File: config.mk
export PLATFORM = sky130hd
export DESIGN_NAME = memmu_sr_stream_writer
export DESIGN_NICKNAME = d
export VERILOG_FILES = /design/src/rtl/memmu_sr_stream_writer.sv
export SDC_FILE = /design/constraint.sdc
export NUM_CORES = 1
export LEC_CHECK = 0
export CAP_MARGIN = 20
export CORE_MARGIN = 5
export CORE_UTILIZATION = 30
export CTS_CLUSTER_SIZE = 24
export DETAILED_ROUTE_END_ITERATION = 6
export PLACE_DENSITY_LB_ADDON = 0.3
export SKIP_CTS_REPAIR_TIMING = 1
export SYNTH_ARGS = -nofsm -noshare
export SYNTH_HDL_FRONTEND = slang
export SYNTH_SLANG_ARGS = --single-unit
export TNS_END_PERCENT = 100
File: constraint.sdc
create_clock -name i_SYSTEM_clk -period 30.6 [get_ports i_SYSTEM_clk]
set_clock_uncertainty 0.1 [all_clocks]
set_input_delay 7.65 -clock i_SYSTEM_clk [delete_from_list [all_inputs] [get_ports i_SYSTEM_clk]]
set_output_delay 7.65 -clock i_SYSTEM_clk [all_outputs]
set_load 0.03 [all_outputs]
File: src/rtl/memmu_sr_stream_writer.sv
// Streaming SIU-to-MemMU stage: maps angleH/angleV to an entry address (optional double-buffer bank bit),
// packs a 64-bit payload, detects frame wrap on angleH and keeps per-frame and dropped-point counts.
module memmu_sr_stream_writer #(
    parameter int FOV_H         = 360,
    parameter int FOV_V         = 90,
    parameter int ADDR_BITS_H   = 11,
    parameter int ADDR_BITS_V   = 5,
    parameter int NUM_RETURNS   = 2,
    parameter int DOUBLE_BUFFER = 1,
    localparam int AW = ADDR_BITS_H + ADDR_BITS_V + DOUBLE_BUFFER
) (
    input  logic          i_SYSTEM_clk,
    input  logic          i_SYSTEM_rst,
    input  logic          i_SIU_valid,
    output logic          o_SIU_ready,
    input  logic [15:0]   i_SIU_angleH,
    input  logic [15:0]   i_SIU_angleV,
    input  logic [15:0]   i_SIU_distR0,
    input  logic [15:0]   i_SIU_distR1,
    input  logic [7:0]    i_SIU_reflR0,
    input  logic [7:0]    i_SIU_reflR1,
    input  logic [7:0]    i_SIU_label,
    output logic          o_MemMU_SR_valid,
    input  logic          i_MemMU_SR_ready,
    output logic [AW-1:0] o_MemMU_SR_address,
    output logic [63:0]   o_MemMU_SR_payload,
    output logic [31:0]   o_MemMU_SR_size,
    output logic          o_frame_done,
    output logic [AW:0]   o_frame_points,
    output logic [7:0]    o_frame_id,
    output logic [15:0]   o_drop_count
);

    localparam logic [31:0] SPAN_H = 32'(FOV_H * 100);
    localparam logic [31:0] SPAN_V = 32'(FOV_V * 100);
    localparam logic [31:0] HALF_H = 32'(FOV_H * 50);
    localparam logic [AW:0] PTS_MAX = '1;

    function automatic logic [31:0] f_scaled(input logic [15:0] a, input int n);
        return {16'd0, a} << n;
    endfunction

    // Sub-index correction: fraction of one index step, truncated to 1/16ths.
    function automatic logic [3:0] f_corr(input logic [15:0] rem, input logic [31:0] span);
        return 4'(({16'd0, rem} << 4) / span);
    endfunction

    logic                   w_adv_p1, w_adv_p2;
    logic                   w_accept, w_inrange, w_take, w_drop, w_wrap;
    logic [ADDR_BITS_H-1:0] w_idxH;
    logic [ADDR_BITS_V-1:0] w_idxV;
    logic [15:0]            w_remH, w_remV;
    logic [AW-1:0]          w_addr_p1;
    logic [63:0]            w_payload_p1;

    logic                   r_vld_p1, r_bank_p1;
    logic [ADDR_BITS_H-1:0] r_idxH_p1;
    logic [ADDR_BITS_V-1:0] r_idxV_p1;
    logic [15:0]            r_remH_p1, r_remV_p1, r_dist0_p1, r_dist1_p1;
    logic [7:0]             r_refl0_p1, r_refl1_p1, r_label_p1;
    logic                   r_vld_p2;
    logic [AW-1:0]          r_addr_p2;
    logic [63:0]            r_payload_p2;

    logic                   r_bank, r_prevH_vld, r_frame_done;
    logic [15:0]            r_prevH, r_drop;
    logic [AW:0]            r_pts, r_frame_points;
    logic [7:0]             r_frame_id;

    // Each stage advances when empty or when the stage after it advances.
    assign w_adv_p2    = ~r_vld_p2 | i_MemMU_SR_ready;
    assign w_adv_p1    = ~r_vld_p1 | w_adv_p2;
    assign o_SIU_ready = w_adv_p1;

    assign w_accept  = i_SIU_valid & w_adv_p1;
    assign w_inrange = ({16'd0, i_SIU_angleH} < SPAN_H) && ({16'd0, i_SIU_angleV} < SPAN_V);
    assign w_take    = w_accept & w_inrange;
    assign w_drop    = w_accept & ~w_inrange;
    assign w_wrap    = w_take & r_prevH_vld & (({16'd0, i_SIU_angleH} + HALF_H) < {16'd0, r_prevH});

    assign w_idxH = ADDR_BITS_H'(f_scaled(i_SIU_angleH, ADDR_BITS_H) / SPAN_H);
    assign w_idxV = ADDR_BITS_V'(f_scaled(i_SIU_angleV, ADDR_BITS_V) / SPAN_V);
    assign w_remH = 16'(f_scaled(i_SIU_angleH, ADDR_BITS_H) % SPAN_H);
    assign w_remV = 16'(f_scaled(i_SIU_angleV, ADDR_BITS_V) % SPAN_V);

    generate
        if (DOUBLE_BUFFER != 0) begin : g_bank
            assign w_addr_p1 = {r_bank_p1, r_idxV_p1, r_idxH_p1};
        end else begin : g_nobank
            assign w_addr_p1 = {r_idxV_p1, r_idxH_p1};
        end
    endgenerate

    assign w_payload_p1 = {r_label_p1, r_refl1_p1, r_refl0_p1, r_dist1_p1, r_dist0_p1,
                           f_corr(r_remV_p1, SPAN_V), f_corr(r_remH_p1, SPAN_H)};

    always_ff @(posedge i_SYSTEM_clk) begin
        if (i_SYSTEM_rst) begin
            r_vld_p1       <= 1'b0;
            r_bank_p1      <= 1'b0;
            r_idxH_p1      <= '0;
            r_idxV_p1      <= '0;
            r_remH_p1      <= '0;
            r_remV_p1      <= '0;
            r_dist0_p1     <= '0;
            r_dist1_p1     <= '0;
            r_refl0_p1     <= '0;
            r_refl1_p1     <= '0;
            r_label_p1     <= '0;
            r_vld_p2       <= 1'b0;
            r_addr_p2      <= '0;
            r_payload_p2   <= '0;
            r_bank         <= 1'b0;
            r_prevH_vld    <= 1'b0;
            r_prevH        <= '0;
            r_frame_done   <= 1'b0;
            r_drop         <= '0;
            r_pts          <= '0;
            r_frame_points <= '0;
            r_frame_id     <= '0;
        end else begin
            // S1: index and remainder of the accepted point; the wrap point carries the new bank.
            if (w_adv_p1) begin
                r_vld_p1 <= w_take;
                if (w_take) begin
                    r_bank_p1  <= r_bank ^ w_wrap;
                    r_idxH_p1  <= w_idxH;
                    r_idxV_p1  <= w_idxV;
                    r_remH_p1  <= w_remH;
                    r_remV_p1  <= w_remV;
                    r_dist0_p1 <= i_SIU_distR0;
                    r_dist1_p1 <= (NUM_RETURNS == 2) ? i_SIU_distR1 : 16'd0;
                    r_refl0_p1 <= i_SIU_reflR0;
                    r_refl1_p1 <= (NUM_RETURNS == 2) ? i_SIU_reflR1 : 8'd0;
                    r_label_p1 <= i_SIU_label;
                end
            end
            // S2: final address and payload.
            if (w_adv_p2) begin
                r_vld_p2 <= r_vld_p1;
                if (r_vld_p1) begin
                    r_addr_p2    <= w_addr_p1;
                    r_payload_p2 <= w_payload_p1;
                end
            end

            r_frame_done <= w_wrap;
            if (w_wrap) begin
                r_bank         <= ~r_bank;
                r_frame_points <= r_pts;
                r_frame_id     <= r_frame_id + 8'd1;
            end
            if (w_take) begin
                r_prevH     <= i_SIU_angleH;
                r_prevH_vld <= 1'b1;
                if (w_wrap)
                    r_pts <= (AW+1)'(1);
                else if (r_pts != PTS_MAX)
                    r_pts <= r_pts + (AW+1)'(1);
            end
            if (w_drop && (r_drop != 16'hFFFF))
                r_drop <= r_drop + 16'd1;
        end
    end

    assign o_MemMU_SR_valid   = r_vld_p2;
    assign o_MemMU_SR_address = r_addr_p2;
    assign o_MemMU_SR_payload = r_payload_p2;
    assign o_MemMU_SR_size    = 32'd1 << (AW + 3);
    assign o_frame_done       = r_frame_done;
    assign o_frame_points     = r_frame_points;
    assign o_frame_id         = r_frame_id;
    assign o_drop_count       = r_drop;

endmodule

==> results of run 1 <==
[metal layers]
metal	up-vias	wire length (microns)	part of all wire	global-route usage
met5	-	0	0	0
met4	0	733	0.011	0.0261
met3	53	2670	0.040	0.0133
met2	496	31200	0.47	0.275
met1	10400	31900	0.48	0.220
li1	11200	-	-	-
[placed cells by master (no fill, tap or decap), types with 12 or more instances in the layout]
master             n
conb_1            32
inv_1             86
nor3b_1           15
nand4_1           30
o211a_1           12
o21ai_0          130
clkbuf_16         30
o22ai_1           15
ha_1              42
a21o_1            27
o21a_1            22
a211oi_1          46
xor2_1            75
a311oi_1          14
nor2b_1           23
nor4_1            21
a31oi_1           25
nand2_1          511
a21oi_1          299
nand2b_1          31
o21ai_1           25
mux2i_1           59
or2_2             30
o31ai_1           27
and2_1            39
buf_4             26
o211ai_1          21
clkdlybuf4s50_1  216
or3_1             36
xnor2_1          144
nand3_1           80
and3_1            39
nor2_1           298
mux2_2            20
dfxtp_1          257
a22oi_1           15
nor3_1            94
[sequential cells by signal (all words and copies together) (netlist names), 5 cells and up]
| register | count |
|---|---|
| o_MemMU_SR_address | 17 |
| r_idxH_p1 | 11 |
| r_label_p1 | 8 |
| r_remV_p1 | 12 |
| r_prevH | 16 |
| r_refl0_p1 | 8 |
| r_pts | 18 |
| r_dist0_p1 | 16 |
| o_MemMU_SR_payload | 64 |
| r_refl1_p1 | 8 |
| r_remH_p1 | 10 |
| o_frame_id | 8 |
| o_drop_count | 16 |
| o_frame_points | 18 |
| r_idxV_p1 | 5 |
| r_dist1_p1 | 16 |
[per-stage QoR]
step | cells | util | hold WS, ns | area (sq um) | setup slack (ns)
after floorplan | 3114 | - | 0.332 | 22100 | 7.33
after global placement | 4120 | 0.340 | 0.338 | 24800 | 3.53
after detailed placement | 4120 | 0.340 | 0.341 | 24800 | 3.15
after CTS | 4173 | 0.354 | 0.349 | 25800 | 3.66
after global routing | 4178 | 0.354 | 0.355 | 25800 | 1.66
final | 4178 | 0.354 | 0.344 | 25800 | 3.46
[worst min-delay path by stage]
stage                                         to  slack, ns  depth (start not counted)
after detailed placement  o_MemMU_SR_payload[10]       0.34                          2
after CTS                 o_MemMU_SR_payload[29]       0.35                          2
after floorplan           o_MemMU_SR_payload[63]       0.33                          2
after global routing      o_MemMU_SR_payload[29]       0.36                          2
final                     o_MemMU_SR_payload[22]       0.34                          2
after global placement    o_MemMU_SR_payload[33]       0.34                          2
[cells by family (layout without fill, tap and decap cells)]
kind of cell    after synthesis  in the layout  synth area share
compound gates              874            874             0.272
xor+xnor                    229            229            0.0952
fa+ha+maj                    51             51            0.0280
buf+inv                     286            389            0.0558
flops                       257            257             0.234
mux                          81             81            0.0383
other cells                   2             34          0.000342
simple gates               1304           1304             0.277
[worst max-delay path: cells and delay by family]
family | cells | cell delay, ns
AO/OA/AOI/OAI | 35 | 10.03
adder cells (fa/ha/maj) | 6 | 1.71
buffers and inverters | 9 | 2.13
multiplexers | 3 | 0.67
AND/OR/NAND/NOR | 17 | 5.17
[Yosys cell counts (all sizes together), types with 62 or more instances]
library cell    n
nand2         513
a21oi         305
nor2          302
dfxtp         257
o21ai         161
xnor2         147
clkbuf        132
nor3           98
inv            91
nand3          80
xor2           80
buf            62
[cell type report]
cell class	count	area share
multi-input cells	2571	0.610
flip-flops and latches	257	0.199
repair buffers	244	0.0921
well taps	959	0.0465
clock buffers	36	0.0303
inverters	92	0.0134
clock inverters	17	0.00843
diodes	2	0.000194
==> flow_metrics.env, run 1 <==
export IMPL_drt_pass1_iter_count=5
export IMPL_crit_end="r_remH_p1[13]"
export IMPL_synth_ff_type="dfxtp_1"
export IMPL_grt_pass1_vias=20700
export IMPL_critPathLaunchType="primary input"
export IMPL_worstReg2RegEnd="o_MemMU_SR_payload[4]"
export IMPL_cp_startpoint="i_SIU_angleH[4]"
export IMPL_finalWirelength_microns=66400
export IMPL_drv_slew=0
export IMPL_crit_fanout=17
export IMPL_avgSynthCellArea_sq_um=7.13
export IMPL_syn_inst=3084
export IMPL_synthArstFlopShare=0
export IMPL_max_freq_ghz=0.0368
export IMPL_antenna_left=0
export IMPL_cts_buffers=30
export IMPL_grt_max_degree=90
export IMPL_reg2reg_from="r_remV_p1[5]"
export IMPL_antenna_found_initial=2
export IMPL_start_util=0.302
export IMPL_die_w_microns=281
export IMPL_period_minus_slack_ns=27.14
export IMPL_crit_slowest_cell="clkdlybuf4s50_1"
export IMPL_r2r_slack_ns=19.73
export IMPL_cp_arrival_ns=27.44
export IMPL_dieHeight_microns=281
export IMPL_place_congestion=0.887
export IMPL_multi_input_area_sq_um=15700
export IMPL_grt_ovfl_total=0
export IMPL_grt_setup_unrepaired="false"
export IMPL_fillers=7834
export IMPL_avgRoutedWirePerCell_microns=15.9
export IMPL_core_area_sq_um=72800
export IMPL_critPathMostFrequentCell="ha_1"
export IMPL_min_path_type="flip-flop to flip-flop"
export IMPL_layout_drive_gt1_share=0.0662
export IMPL_synth_edff_count=0
export IMPL_maxCapViolCount=0
export IMPL_routed_via_density=5.30
export IMPL_htreeDepth=1
export IMPL_yosys_register_bits=257
export IMPL_vias=22100
export IMPL_grt_pass1_wl_microns=108000
export IMPL_period_share=0.887
export IMPL_track_usage=0.159
export IMPL_first_iter_violations=1579
export IMPL_finalHoldViolations=0
export IMPL_dieArea_sq_um=78800
export IMPL_synth_seq_area_share=0.234
export IMPL_setup_viol=0
export IMPL_port_buffers=217
export IMPL_syn_area_sq_um=22000
export IMPL_status="complete, no violations"
export IMPL_synth_distinct_cells=127
export IMPL_synthTopCellsByArea="dfxtp_1 23%, nand2_1 8.7%, a21oi_1 6.8%"
export IMPL_regArea_sq_um=5140
export IMPL_setup_tns_ns=0
export IMPL_dp_hpwl_microns=49700
export IMPL_clk_latency_ns=0.55
export IMPL_drc=0
export IMPL_area_growth_pct=17.4
export IMPL_min_from="r_dist0_p1[14]"
export IMPL_clkSlewWorstSetupHoldPaths_ns=0.06
export IMPL_worstSetupPathType="primary input to flip-flop"
export IMPL_nNetsFinal=3330
export IMPL_yosysTopAreaCell="dfxtp_1"
export IMPL_rows=99
export IMPL_max_slew_margin=0.314
export IMPL_synth_top_area_frac=0.234
export IMPL_tightestPinTransition_ns=1.03
export IMPL_reg2reg_depth=44
export IMPL_crit_path_max_incr_delay_ns=0.90
export IMPL_cts_max_path_buffers=3
export IMPL_cts_root_buf="clkbuf_16"
export IMPL_cp_end_kind="flip-flop"
export IMPL_required_ns=30.90
export IMPL_num_io_pins=250
export IMPL_tritoncts="built"
export IMPL_clkSinkCount=257
export IMPL_yosys_warnings=0
Power of run 1 is left out: the tool's default activity adds up to more than one toggle a clock period on the data nets, which glitch-free logic cannot reach.
==> inputs of run 2 (changes only) <==
--- a/config.mk
+++ b/config.mk
@@ -15,4 +15,4 @@
 export SYNTH_ARGS = -nofsm -noshare
 export SYNTH_HDL_FRONTEND = slang
 export SYNTH_SLANG_ARGS = --single-unit
-export TNS_END_PERCENT = 100
+export TNS_END_PERCENT = 1
==> results of run 2 <==
The final DEF is identical to that of run 1; final timing and power are the same.
Power of run 2 is left out for the same reason.
==> inputs of run 3 (changes only) <==
--- a/config.mk
+++ b/config.mk
@@ -15,4 +15,4 @@
 export SYNTH_ARGS = -nofsm -noshare
 export SYNTH_HDL_FRONTEND = slang
 export SYNTH_SLANG_ARGS = --single-unit
-export TNS_END_PERCENT = 1
+export TNS_END_PERCENT = 100
==> results of run 3 <==
The final DEF is identical to that of run 1; final timing and power are the same.
Power of run 3 is left out for the same reason.
